`config.mk`:
```
export PLATFORM = sky130hd
export DESIGN_NAME = mmio_uart_tx
export DESIGN_NICKNAME = d
export VERILOG_FILES = /design/src/rtl/mmio_uart_tx.sv
export SDC_FILE = /design/constraint.sdc
export NUM_CORES = 1
export LEC_CHECK = 0
export ABC_AREA = 0
export CELL_PAD_IN_SITES_DETAIL_PLACEMENT = 1
export CELL_PAD_IN_SITES_GLOBAL_PLACEMENT = 2
export CORE_ASPECT_RATIO = 0.7
export CORE_UTILIZATION = 32
export CTS_CLUSTER_SIZE = 20
export DETAILED_ROUTE_END_ITERATION = 8
export GPL_TIMING_DRIVEN = 0
export PLACE_DENSITY_LB_ADDON = 0.1
export SLEW_MARGIN = 20
export SYNTH_ARGS = -nofsm -noshare
export SYNTH_HDL_FRONTEND = slang
export SYNTH_SLANG_ARGS = --single-unit
```
`constraint.sdc`:
```
create_clock -name clk -period 3.5 [get_ports clk]
set_clock_uncertainty 0.05 [all_clocks]
set_input_delay 0.525 -clock clk [delete_from_list [all_inputs] [get_ports clk]]
set_output_delay 0.525 -clock clk [all_outputs]
set_load 0.03 [all_outputs]
```
`src/rtl/mmio_uart_tx.sv`:
```
// Memory-mapped 8N1 UART transmitter: byte FIFO fed by CPU stores, STATUS/CTRL
// registers with registered one-cycle load latency, and a start/data/stop serializer.
module mmio_uart_tx #(
  parameter logic [31:0] BASE_ADDR    = 32'h0000_1000,
  parameter int          CLKS_PER_BIT = 104,
  parameter int          FIFO_DEPTH   = 8
) (
  input  logic        clk,
  input  logic        reset,
  input  logic        write_mem,
  input  logic [2:0]  funct3,
  input  logic [31:0] write_address,
  input  logic [31:0] write_data,
  input  logic [31:0] read_address,
  output logic [31:0] read_data,
  output logic        tx
);
  localparam int PW = $clog2(FIFO_DEPTH);
  localparam int CW = PW + 1;
  localparam int BW = (CLKS_PER_BIT > 1) ? $clog2(CLKS_PER_BIT) : 1;
  localparam logic [BW-1:0] BIT_LAST = BW'(CLKS_PER_BIT - 1);
  localparam logic [CW-1:0] DEPTH_C  = CW'(FIFO_DEPTH);
  localparam logic [31:0] A_TXDATA = BASE_ADDR;
  localparam logic [31:0] A_STATUS = BASE_ADDR + 32'd4;
  localparam logic [31:0] A_CTRL   = BASE_ADDR + 32'd8;

  typedef enum logic [1:0] {S_IDLE, S_START, S_DATA, S_STOP} state_t;

  state_t          r_state, w_state_nx;
  logic [BW-1:0]   r_clk_cnt, w_clk_cnt_nx;
  logic [2:0]      r_bit_idx, w_bit_idx_nx;
  logic [7:0]      r_shift, w_shift_nx;
  logic [7:0]      r_mem [FIFO_DEPTH];
  logic [PW-1:0]   r_wr_ptr, r_rd_ptr;
  logic [CW-1:0]   r_count;
  logic            r_ovf, r_enable;

  logic w_full, w_empty, w_busy, w_pop, w_push_req, w_push_acc;
  logic w_st_wr, w_ct_wr, w_cnt_last, w_pop_ok, w_tx;
  logic [7:0] w_cnt8;
  logic w_unused;

  assign w_full     = (r_count == DEPTH_C);
  assign w_empty    = (r_count == '0);
  assign w_busy     = (r_state != S_IDLE);
  assign w_push_req = write_mem && (write_address == A_TXDATA);
  assign w_push_acc = w_push_req && (!w_full || w_pop);
  assign w_st_wr    = write_mem && (write_address == A_STATUS);
  assign w_ct_wr    = write_mem && (write_address == A_CTRL);
  assign w_cnt_last = (r_clk_cnt == BIT_LAST);
  assign w_pop_ok   = r_enable && !w_empty;
  assign w_cnt8     = 8'(r_count);
  assign w_unused   = ^{funct3, write_data[31:8], w_cnt8[7:4]};
  assign tx         = w_tx;

  // The last STOP cycle may chain straight into the next START so
  // back-to-back frames carry no idle gap.
  always_comb begin
    w_state_nx   = r_state;
    w_clk_cnt_nx = r_clk_cnt;
    w_bit_idx_nx = r_bit_idx;
    w_shift_nx   = r_shift;
    w_pop        = 1'b0;
    w_tx         = 1'b1;
    case (r_state)
      S_IDLE: begin
        if (w_pop_ok) begin
          w_pop        = 1'b1;
          w_shift_nx   = r_mem[r_rd_ptr];
          w_state_nx   = S_START;
          w_clk_cnt_nx = '0;
        end
      end
      S_START: begin
        w_tx = 1'b0;
        if (w_cnt_last) begin
          w_state_nx   = S_DATA;
          w_clk_cnt_nx = '0;
          w_bit_idx_nx = '0;
        end else begin
          w_clk_cnt_nx = r_clk_cnt + 1'b1;
        end
      end
      S_DATA: begin
        w_tx = r_shift[0];
        if (w_cnt_last) begin
          w_clk_cnt_nx = '0;
          w_shift_nx   = {1'b0, r_shift[7:1]};
          if (r_bit_idx == 3'd7) w_state_nx = S_STOP;
          else                   w_bit_idx_nx = r_bit_idx + 1'b1;
        end else begin
          w_clk_cnt_nx = r_clk_cnt + 1'b1;
        end
      end
      S_STOP: begin
        if (w_cnt_last) begin
          w_clk_cnt_nx = '0;
          if (w_pop_ok) begin
            w_pop      = 1'b1;
            w_shift_nx = r_mem[r_rd_ptr];
            w_state_nx = S_START;
          end else begin
            w_state_nx = S_IDLE;
          end
        end else begin
          w_clk_cnt_nx = r_clk_cnt + 1'b1;
        end
      end
      default: w_state_nx = S_IDLE;
    endcase
  end

  always_ff @(posedge clk or posedge reset) begin
    if (reset) begin
      r_state   <= S_IDLE;
      r_clk_cnt <= '0;
      r_bit_idx <= '0;
      r_shift   <= '0;
      r_wr_ptr  <= '0;
      r_rd_ptr  <= '0;
      r_count   <= '0;
      r_ovf     <= 1'b0;
      r_enable  <= 1'b1;
    end else begin
      r_state   <= w_state_nx;
      r_clk_cnt <= w_clk_cnt_nx;
      r_bit_idx <= w_bit_idx_nx;
      r_shift   <= w_shift_nx;
      if (w_push_acc) r_wr_ptr <= r_wr_ptr + 1'b1;
      if (w_pop)      r_rd_ptr <= r_rd_ptr + 1'b1;
      case ({w_push_acc, w_pop})
        2'b10:   r_count <= r_count + 1'b1;
        2'b01:   r_count <= r_count - 1'b1;
        default: r_count <= r_count;
      endcase
      if (w_push_req && !w_push_acc)   r_ovf <= 1'b1;
      else if (w_st_wr && write_data[3]) r_ovf <= 1'b0;
      if (w_ct_wr) r_enable <= write_data[0];
    end
  end

  // When full with a same-edge pop, the write lands in the slot being read;
  // the pop captures the old byte because both use the pre-edge value.
  always_ff @(posedge clk) begin
    if (w_push_acc) r_mem[r_wr_ptr] <= write_data[7:0];
  end

  always_ff @(posedge clk or posedge reset) begin
    if (reset) begin
      read_data <= '0;
    end else begin
      case (read_address)
        A_STATUS: read_data <= {24'b0, w_cnt8[3:0], r_ovf, w_busy, w_empty, w_full};
        A_CTRL:   read_data <= {31'b0, r_enable};
        default:  read_data <= '0;
      endcase
    end
  end
endmodule
```
* Word level (Yosys, flattened, before mapping)
Memories as Yosys holds them, arrays and structs flattened.
Index checks and enable logic that the tools add are counted.
Widths: inputs -> output; s select.
** Word-level totals
- Input port bits :: 102
- Memories kept :: 1
- Output and inout port bits :: 33
- Flip-flop bits (word level) :: 64
- Word-level logic and storage cells :: 86
- RAM bits :: 64
** Memories
- r_mem :: words 8, bits a word 8, rd ports 1, clocked after memory_dff 0, wr ports 1, RTL line 33 : logic [7:0] r_mem [FIFO_DEPTH];
** Operators by class
- Equality and inequality tests :: 19
- Add/sub/neg operators :: 6
- Reduce and logical (&&, ||, !) cells :: 22
- Muxes and demuxes :: 28
** Operator list (count)
- $eq 32x13->1 const B :: 5
- $mux 8 :: 3
- $pmux 8 s3 :: 1
- $pmux 8 s2 :: 1
- $mux 7 :: 2
- $pmux 7 s2 :: 1
- $ne 2x2->1 const B :: 6
- $mux 2 :: 5
- $add 3x1->3 const B :: 3
- $mux 3 :: 3
- $pmux 2 s4 :: 1
- $pmux 4 s2 :: 1
- $reduce_bool 2->1 :: 4
- $add 7x1->7 const B :: 1
- $eq 7x7->1 const B :: 1
- $logic_and 1x1->1 :: 7
- $mux 1 :: 7
- $eq 2x2->1 const B :: 3
- $pmux 3 s2 :: 1
- $reduce_and 5->1 :: 1
- $add 4x1->4 const B :: 1
- $eq 2x1->1 const B :: 2
- $eq 4x4->1 const B :: 1
- $logic_not 4->1 :: 1
- other kinds (10) :: 13

* Longest topological paths before layout
- Word-level depth :: 11
- Depth in mapped cells :: 13
- Mapped depth without buffers :: 12

* Least setup slack after synthesis
OpenSTA, ideal clock, no wires.
- Path kind :: input port to flip-flop
- From :: input port write_address[1]
- To :: register r_count[3]
- Cell stages on the path :: 12
- Buffers on the path :: 1
- Arrival :: 2.601 ns
- Library setup time :: 0.125 ns
- Path slack :: 0.724 ns
- Data required time :: 3.325 ns
- Path through :: nor4_1 > nand4_1 > nor4_4 > buf_4 > nand2b_1 > inv_1 > ha_1 > a21o_1 > a21o_1 > nor3_1 > mux2i_1 > xnor2_1
** On the way
- Word-level cells in the longest chain between the ends :: 5
- Elaborated cells between the ends (all ways) :: 7
- Classes of those cells :: eq/ne (3); mux (1); reduce/logical (3)
** Ends and longest elaborated chain
- start: declaration :: RTL line 12 : input logic [31:0] write_address,
- $eq 32x13->1 * :: RTL line 46 : assign w_push_req = write_mem && (write_address == A_TXDATA);
- $logic_and 1x1->1 * :: RTL line 46
- $logic_and 1x1->1 * :: RTL line 47 : assign w_push_acc = w_push_req && (!w_full || w_pop);
- $eq 2x1->1 / $eq 2x2->1 (equally long branches) :: RTL line 131 : case ({w_push_acc, w_pop})
- $pmux 4 s2 / $reduce_bool 2->1 (equally long branches)
- end signal: assignment :: RTL line 132 : 2'b10: r_count <= r_count + 1'b1;
- end signal: assignment :: RTL line 133 : 2'b01: r_count <= r_count - 1'b1;
- end signal: assignment :: RTL line 134 : default: r_count <= r_count;
- end: declaration :: RTL line 35 : logic [CW-1:0] r_count;
Mark *: on every way between the ends. The rest lies on a longest branch, timed or not.
A chain may end at the register's enable or synchronous reset.

* Worst setup path in the final report
- From :: register r_state[0]
- To :: memory r_mem[5][4], enable pin
** On the way
- Word-level cells in the longest chain between the ends :: 6
- Elaborated cells between the ends (all ways) :: 7
- Classes of those cells :: eq/ne (1); mux (3); reduce/logical (3)
** Ends and longest elaborated chain
- start: declaration :: RTL line 29 : state_t r_state, w_state_nx;
- start signal: assignment :: RTL line 125 : r_state <= w_state_nx;
- $eq 2x2->1 / $logic_not 2->1 (equally long branches) :: RTL line 65 : case (r_state)
- $pmux 1 s2 * :: RTL line 65
- $logic_or 1x1->1 * :: RTL line 47
- $logic_and 1x1->1 * :: RTL line 47
- $mux 1 * :: RTL line 145 : if (w_push_acc) r_mem[r_wr_ptr] <= write_data[7:0];
- $mux 1 (not written as such) * :: RTL line 145
- end: declaration :: RTL line 33
Marked as above.

==> impl_metrics.yaml <==
global_routing:
  antenna_found_initial: 0
  grt_use_met1_pct: 22.5
  gr-usage-met2_pct: 24.9
  met3_usage_pct: 4.03
  grt-ovfl-total: 0
  grt_pass1_wl_um: 19100
  grt-busiest-layer: "met2"
  grt_pass1_vias: 3595
  grt_use_total_pct: 16.2
  grt_max_degree: 25
sta:
  relSlewSlack_pct: 32.7
  setup_viol: 0
  fmax_mhz: 309
  rsz0062_at_grt: "false"
  drv_slew: 0
  post-route-period-util_pct: 92.6
  hold_viol_final: 0
  fin_ws_ps: 260
  worstMarginPinSlew_ps: 1010
  layout_min_cycle_time_ps: 3240
floorplanning:
  die_y_um: 106
  die_area_um2: 15900
  initial_utilization_pct: 33.1
  coreArea_um2: 14900
  rows: 37
  die_x_um: 150
  ios: 135
clock_network:
  clkTransAtPathRegs_ps: 80
  cts_num_sinks: 104
  cts_buffers: 9
  cts_tree: "built"
  post_cts_buffers: 0
  clock-root-buffer: "clkbuf_16"
  insertion_delay_ps: 360
  cts_resized: 0
  cts_hold_buf: 0
  clock_path_buffers: 2
  cts-htree-levels: 3
finish:
  diodes: 0
  final_util_pct: 43.4
  fillCellCount: 1550
  final_common_cell: "clkdlybuf4s50_1"
  most-common-layout-cells: "83 x clkdlybuf4s50_1, 64 x edfxtp_1, 39 x dfrtp_1, 31 x nand2_1"
  nNetsFinal: 601
  area_delta_synth_final_pct: 31.1
  drive_gt1_share_pct: 16.7
  final_cell_area_um2: 6450
yosys:
  syn_avg_cell_area_um2: 13.4
  synth.area.top_cells: "edfxtp_1 39%, dfrtp_1 20%, mux4_2 7.3%"
  synth-seq-cells: 104
  async_flop_share_pct: 38.5
  seq_area_frac_synth_pct: 59.4
  yosysTopAreaCell: "edfxtp_1"
  syn_inst: 366
  synth.top_cell.area_share_pct: 39.1
  ys.flop_type: "edfxtp_1"
  synth_edf_count: 64
  ys_warn_count: 0
  synth_area_um2: 4920
  ys_types: 57
worst_setup_path:
  critPathMaxFanout: 9
  critPathKind: "reg2reg"
  r2r_start: "r_state[0]"
  end_kind: "flip-flop"
  regToRegSetupSlack_ps: 260
  r2r-end: "r_mem[5][4]"
  crit_path_start_kind: "flip-flop"
  reg2regPathDepth: 7
  cp.required_ps: 3430
  arrival_ps: 3170
worst_hold_path:
  holdPathStages: 2
  hp-start: "r_shift[2]"
  hold_end: "r_shift[2]"
  hold_class: "reg2reg"
drt:
  firstDrtPassIters: 4
  dr.first_iter.drc_count: 125
  avgRoutedWirePerCell_um: 17.1
  antenna_left: 0
  drc_errors: 0
  vias: 3293
  drt-vias-per-instance: 4.80
  wl_um: 11700
outcome:
  run_status: "finished, final reports clean"
power:
  ir_drop_uv: 220
  p_per_area_nw_per_um2: 392
  p_total_mw: 2.53
  leakagePower_nw: 2.44
place:
  preCtsSetupSlack_ps: -139
  place_area_um2: 6130
  portBuffers: 83
  gp_congestion: 0.731
  dp_hpwl_um: 8760
job:
  cap_violations: 0
[synthesized netlist by cell type, drive strengths merged, types with 2 or more instances]
cell type	count
nor3	11
a31o	2
a31oi	3
edfxtp	64
mux2	3
nor4b	4
a21oi	4
a22o	2
a221o	3
nand2	32
and3	3
dfrtp	39
a21o	2
o2bb2ai	2
xnor2	6
or2	2
ha	12
clkbuf	4
nand4	5
o21ai	29
inv	8
a22oi	2
o22ai	2
mux4	16
nor2	16
nand3	6
nor4	15
nand2b	7
mux2i	8
buf	31
and2	6
xor2	2
[layer usage]
| metal | up-vias | part of all wire (%) |
|---|---|---|
| met2 | 75 | 45 |
| met1 | 1626 | 49 |
| met5 | - | 0 |
| met4 | 0 | 1.1 |
| li1 | 1579 | - |
| met3 | 13 | 4.8 |
[metrics by stage]
step / instances / TNS, ps / hold slack [ps]
after floorplan: 389 / 0 / 395
final: 686 / 0 / 431
after global placement: 667 / -6830 / 406
after CTS: 686 / 0 / 434
after global routing: 686 / 0 / 469
after detailed placement: 670 / -5390 / 417
[critical path, stage by stage (launching register included)]
cell and delay (ps):
dfrtp_1 400, inv_1 160, ha_1 170, clkbuf_1 380, a41oi_4 100, o21ai_0 510, nand3_1 270, nor2_1 830
[area by class of cell]
class                           count  area (um^2)  area share (%)
Inverter                            9         33.8           0.524
Clock inverter                      7         98.8            1.53
Tap cell                          195          244            3.78
Sequential cell                   104         2920            45.3
Buffer                             35          243            3.76
Clock buffer                        9          225            3.49
Multi-Input combinational cell    241         1820            28.1
Timing Repair Buffer               86          866            13.4
[worst max path at each step]
stage | slack (ps) | cells past startpoint | to | startpoint
2_1_floorplan | 720 | 12 | r_count[3] | write_address[1]
3_3_place_gp | -440 | 7 | r_mem[1][5] | write_address[4]
3_5_place_dp | -140 | 7 | r_mem[5][4] | write_address[4]
4_1_cts | 230 | 7 | r_mem[6][7] | write_address[4]
5_1_grt | 40 | 7 | r_mem[5][4] | r_state[0]
6_report | 260 | 7 | r_mem[5][4] | r_state[0]
[logic make-up after synthesis]
family | share of synthesized area, %
compound gates | 8.22
buf+inv | 5.62
fa+ha+maj | 3.46
flops | 59.4
mux | 9.64
simple gates | 12.1
other cells | 0.0762
xor+xnor | 1.42
[registers in the layout, indices dropped and copies added (netlist names)]
signal     cells
r_shift        8
r_state        2
r_ovf          1
r_mem         64
r_count        4
read_data      8
r_wr_ptr       3
r_enable       1
r_rd_ptr       3
r_bit_idx      3
r_clk_cnt      7
[report_power, final]
part | internal, mW | total [mW] | leakage, nW | switching [mW]
clock network | 0.526 | 1.06 | 0.157 | 0.531
logic | 0.0961 | 0.170 | 1.17 | 0.0738
registers | 1.30 | 1.30 | 1.11 | 0.0000309
total | 1.93 | 2.53 | 2.44 | 0.605
Power figures use the tool's default switching activity.
==> RTL change 1, RTL diff (config.mk and constraints unchanged) <==
The 4 states of `state_t` get a one-hot encoding in 4 bits.
--- a/src/rtl/mmio_uart_tx.sv
+++ b/src/rtl/mmio_uart_tx.sv
@@ -25,5 +25,5 @@
   localparam logic [31:0] A_CTRL   = BASE_ADDR + 32'd8;
 
-  typedef enum logic [1:0] {S_IDLE, S_START, S_DATA, S_STOP} state_t;
+  typedef enum logic [3:0] {S_IDLE = 4'b0001, S_START = 4'b0010, S_DATA = 4'b0100, S_STOP = 4'b1000} state_t;
 
   state_t          r_state, w_state_nx;
Behaviour: no difference found for any inputs over 10 cycles, from zero or initial values and one cycle with reset high; not proved beyond that.
==> RTL change 1 against the unedited design <==
Sequential cell count up 2; synthesized area up 0.51%; register-to-register slack better by 0.17 ns; first-iteration DRC count down 4.0%; count of clock-buffer cells in the layout unchanged; non-clock buffer count unchanged; setup slack better by 0.15 ns; worst hold slack better by 0.0090 ns; final area up 0.64%; wire length up 4.5%; sequential share of layout area up 0.50 points; power up 0.81%; largest power group unchanged; highest routed layer unchanged.
==> RTL change 1: results (changes against the unedited design) <==
Outcome -> completed
Global Route Usage Sum -> 16.0% (-0.19 points)
Synth warnings -> 0 (unchanged)
Register-to-Register Setup Slack -> 0.43 ns (+0.17 ns)
Crit path DAT -> 3.32 ns (+0.15 ns)
CP top delay family -> simple AND/OR/NAND/NOR gates
Sw Ratio -> 23.8% (-0.083 points)
Leak -> 2.42 nW (-1.1%)
Synth top area cells -> edfxtp_1, dfrtp_1, mux4_2
Post-CTS setup buffers -> 0 (unchanged)
Largest net degree at the start of global routing -> 24 (-4.0%)
HPWL Detailed -> 8.91 mm (+1.7%)
Crit-path slowest cell -> nor4_1
H-tree levels -> 3 (unchanged)
Via density per instance -> 4.76 (-0.74%)
Ys async rst share -> 39.6% (+1.2 points)
CTS root buf -> clkbuf_16
Vias in the first global route -> 3486 (-3.0%)
Fillers -> 1553 (+0.19%)
Nets -> 594 (-1.2%)
Post-Syn Area per Cell -> 13.6 sq um (+1.3%)
Dpl cell area -> 0.00618 sq mm (+0.88%)
GP Congestion -> 0.684 (-6.4%)
Slew headroom -> 35.5% (+2.9 points)
Drt wl/cell -> 17.9 um (+4.8%)
ANT cells -> 0 (unchanged)
Largest regs -> r_mem: 64 flops, r_shift: 8 flops, read_data: 8 flops
Clk pin slew, worst setup/hold paths -> 0.08 ns (about the same)
Port bufs -> 83 (unchanged)
Hold_ws -> 0.440 ns (+0.00897 ns)
Max-cap violations -> 0 (unchanged)
Worst R2R Path Depth -> 6 (-1)
Worst-path fanout max -> 4 (-5)
Register area share after synthesis -> 60.2% (+0.74 points)
Area grow syn2layout -> 31.3%
Worst hold start -> r_bit_idx[1]$_DFFE_PP0P_
Worst Hold End -> r_bit_idx[1]$_DFFE_PP0P_
Initial antenna violation count -> 0 (unchanged)
CTS buffer count -> 9 (unchanged)
Vias after detailed routing -> 3259 (-1.0%)
Global-route wire length before repair -> 18.9 mm (-1.0%)
Synth top cells by count -> edfxtp_1, dfrtp_1, nand2_1
Setup WS pre-CTS -> 0.0365 ns (+0.176 ns)
EDFF count, synth -> 64 (unchanged)
RR Startpoint -> r_clk_cnt[0]$_DFFE_PP0P_
Worst R2R End -> r_mem[3][5]$_DFFE_PP_
Cells after DPL -> 668 (-0.30%)
Share of cells above drive strength 1 -> 19.8% (+3.1 points)
Post-synth cell types -> 60 (+5.3%)
CP peak stage delay -> 0.44 ns (-0.39 ns)
Peak VDD IR -> 0.000311 V (+42%)
Drt first-iter violations -> 120 (-4.0%)
[RTL change 1: power by group through the flow]
| stage | registers [mW] | logic, mW | clock network [mW] |
|---|---|---|---|
| 2_1_floorplan | 1.36 | 0.0691 | 0 |
| 3_3_place_gp | 1.36 | 0.166 | 0 |
| 3_5_place_dp | 1.36 | 0.174 | 0 |
| 4_1_cts | 1.33 | 0.174 | 1.08 |
| 5_1_grt | 1.33 | 0.187 | 1.13 |
| 6_report | 1.33 | 0.174 | 1.05 |
[RTL change 1: worst min-delay path, delay by kind of cell, from the launching register on]
kind,cells,cell delay [ns]
and+or+nand+nor,1,0.05
DFF,1,0.35
AOI/OAI and AO/OA,1,0.06
[RTL change 1: worst max-delay path by stage]
stage	start	to	slack, ns
after floorplan	r_clk_cnt[0]$_DFFE_PP0P_	r_mem[0][0]$_DFFE_PP_	0.82
after global placement	write_address[11]	r_mem[0][5]$_DFFE_PP_	-0.69
after detailed placement	write_address[15]	r_count[3]$_DFFE_PP0P_	0.04
after CTS	r_clk_cnt[0]$_DFFE_PP0P_	r_mem[3][2]$_DFFE_PP_	0.36
after global routing	write_address[14]	r_count[3]$_DFFE_PP0P_	0.20
final	write_address[15]	r_count[3]$_DFFE_PP0P_	0.41
[RTL change 1: kinds of logic after synthesis]
kind of cell / count (synthesis) / share of synthesized area [%]
compound gates: 47 / 6.30
xor+xnor: 9 / 1.59
fa+ha+maj: 8 / 2.18
buf+inv: 43 / 5.24
flops: 106 / 60.2
mux: 38 / 12.1
other cells: 1 / 0.0758
simple gates: 111 / 12.3
[RTL change 1: final cells by class]
| class | count | area share [%] |
|---|---|---|
| repair buffers | 87 | 13.5 |
| plain buffers | 34 | 3.47 |
| inverters | 9 | 0.520 |
| well taps | 195 | 3.76 |
| clock inverters | 7 | 1.33 |
| clock buffers | 9 | 3.47 |
| multi-input cells | 237 | 28.1 |
| flip-flops and latches | 106 | 45.8 |
[RTL change 1: per-layer routing]
metal / share of wire, % / track usage [%] / vias up
met5: 0 / 0 / -
met1: 47 / 20.6 / 1612
li1: - / - / 1562
met4: 0.76 / 2.79 / 0
met2: 48 / 27.6 / 74
met3: 4.2 / 3.86 / 11
==> RTL change 2, RTL diff (same flow settings) <==
Made on the original files. Set the parameter `FIFO_DEPTH` to 4 (it was 8).
--- a/src/rtl/mmio_uart_tx.sv
+++ b/src/rtl/mmio_uart_tx.sv
@@ -4,5 +4,5 @@
   parameter logic [31:0] BASE_ADDR    = 32'h0000_1000,
   parameter int          CLKS_PER_BIT = 104,
-  parameter int          FIFO_DEPTH   = 8
+  parameter int          FIFO_DEPTH   = 4
 ) (
   input  logic        clk,
Behaviour: not the same (Yosys sat finds a counterexample within 10 cycles, from zero or initial values and one cycle with reset high).
==> RTL change 2 against the unedited design <==
Setup slack better by 0.30 ns; sequential cell count down 36; worst hold slack worse by 0.0012 ns; the flow now finishes with violations (DRC); final area down 26%; die area down 31%; wire length down 34%; global-route usage down 1.3 points; power down 25%; largest power group is now the clock network; utilization up 4.4 points; synthesized area down 31%.
==> RTL change 2: results (changes against the unedited design) <==
Synth top area cells -> edfxtp_1, dfrtp_1, buf_4
Leak -> 1.93 nW (-21%)
HPWL Detailed -> 6.15 mm (-30%)
Core area -> 0.00998 sq mm (-33%)
Hold_ws -> 0.429 ns (-0.00119 ns)
Internal power -> 1.49 mW (-23%)
Layout inverter count without the clock tree -> 11 (+2)
Failing checks -> DRC
Clock-cell share -> 6.19% (+1.2 points)
Worst-path fanout max -> 10 (+1)
Post-route insts no fill -> 534 (-22%)
Outcome -> finished with violations
Slew headroom -> 61.8% (+29 points)
#MultiIn Comb -> 196 (-19%)
Worst hold start -> r_clk_cnt[5]$_DFFE_PP0N_
Clk pin slew, worst setup/hold paths -> 0.05 ns (-0.03 ns)
Bufs w/o clock -> 115 (-5.0%)
GP Congestion -> 0.761 (+4.2%)
Crit path DAT -> 2.37 ns (-0.80 ns)
Hold depth -> 1 (-1)
Synth Area in Compound Gates -> 6.70% (-1.5 points)
Crit-path slowest cell -> clkdlybuf4s50_1
Share of cells above drive strength 1 -> 16.5% (-0.20 points)
Post-synthesis adder-cell area fraction -> 5.04% (+1.6 points)
DRC viols -> 6 (+6)
CP top delay family -> buffers and inverters
Xor and xnor area share after synthesis -> 1.30% (-0.13 points)
Register-to-Register Setup Slack -> 0.81 ns (+0.55 ns)
Port bufs -> 82 (-1.2%)
Critical path endpoint -> tx
Sequential Area -> 0.00186 sq mm (-36%)
Global-route wire length before repair -> 12.7 mm (-34%)
Setup WS pre-CTS -> 0.638 ns (+0.777 ns)
Fraction of area in multi-input gates -> 28.2% (+0.091 points)
Register area share after synthesis -> 55.1% (-4.3 points)
PnR worst setup slack -> 0.555 ns (+0.296 ns)
Vias after detailed routing -> 2461 (-25%)
Fraction of area in registers -> 39.0% (-6.3 points)
Cells after DPL -> 518 (-23%)
Dpl cell area -> 0.00448 sq mm (-27%)
Post-synth cell types -> 47 (-18%)
Worst-Skew Late Latency -> 0.33 ns (-0.03 ns)
Largest net degree at the start of global routing -> 20 (-20%)
-- RTL change 2: cell types whose count changed after synthesis, moves of 5 or more --
| cell | before | now |
|---|---|---|
| and2_2 | 0 | 5 |
| edfxtp_1 | 64 | 32 |
| a31oi_1 | 3 | 8 |
| mux4_2 | 16 | 8 |
| o21ai_0 | 29 | 18 |
| nor3_1 | 11 | 3 |
-- RTL change 2: routing by layer --
metal  track usage, %  routed length (um)  up-vias
li1                 -                   -     1218
met1             19.3                3740     1173
met5                0                   0        -
met4             5.72                  89        0
met2             25.3                3500       63
met3             2.93                 367        7
-- RTL change 2: power by group through the flow --
| stage | Sequential, mW | Combinational, mW | Clock [mW] |
|---|---|---|---|
| after floorplan | 0.854 | 0.0681 | 0 |
| after global placement | 0.853 | 0.159 | 0 |
| after detailed placement | 0.853 | 0.165 | 0 |
| after CTS | 0.838 | 0.166 | 0.908 |
| after global routing | 0.837 | 0.176 | 0.942 |
| final | 0.838 | 0.165 | 0.884 |
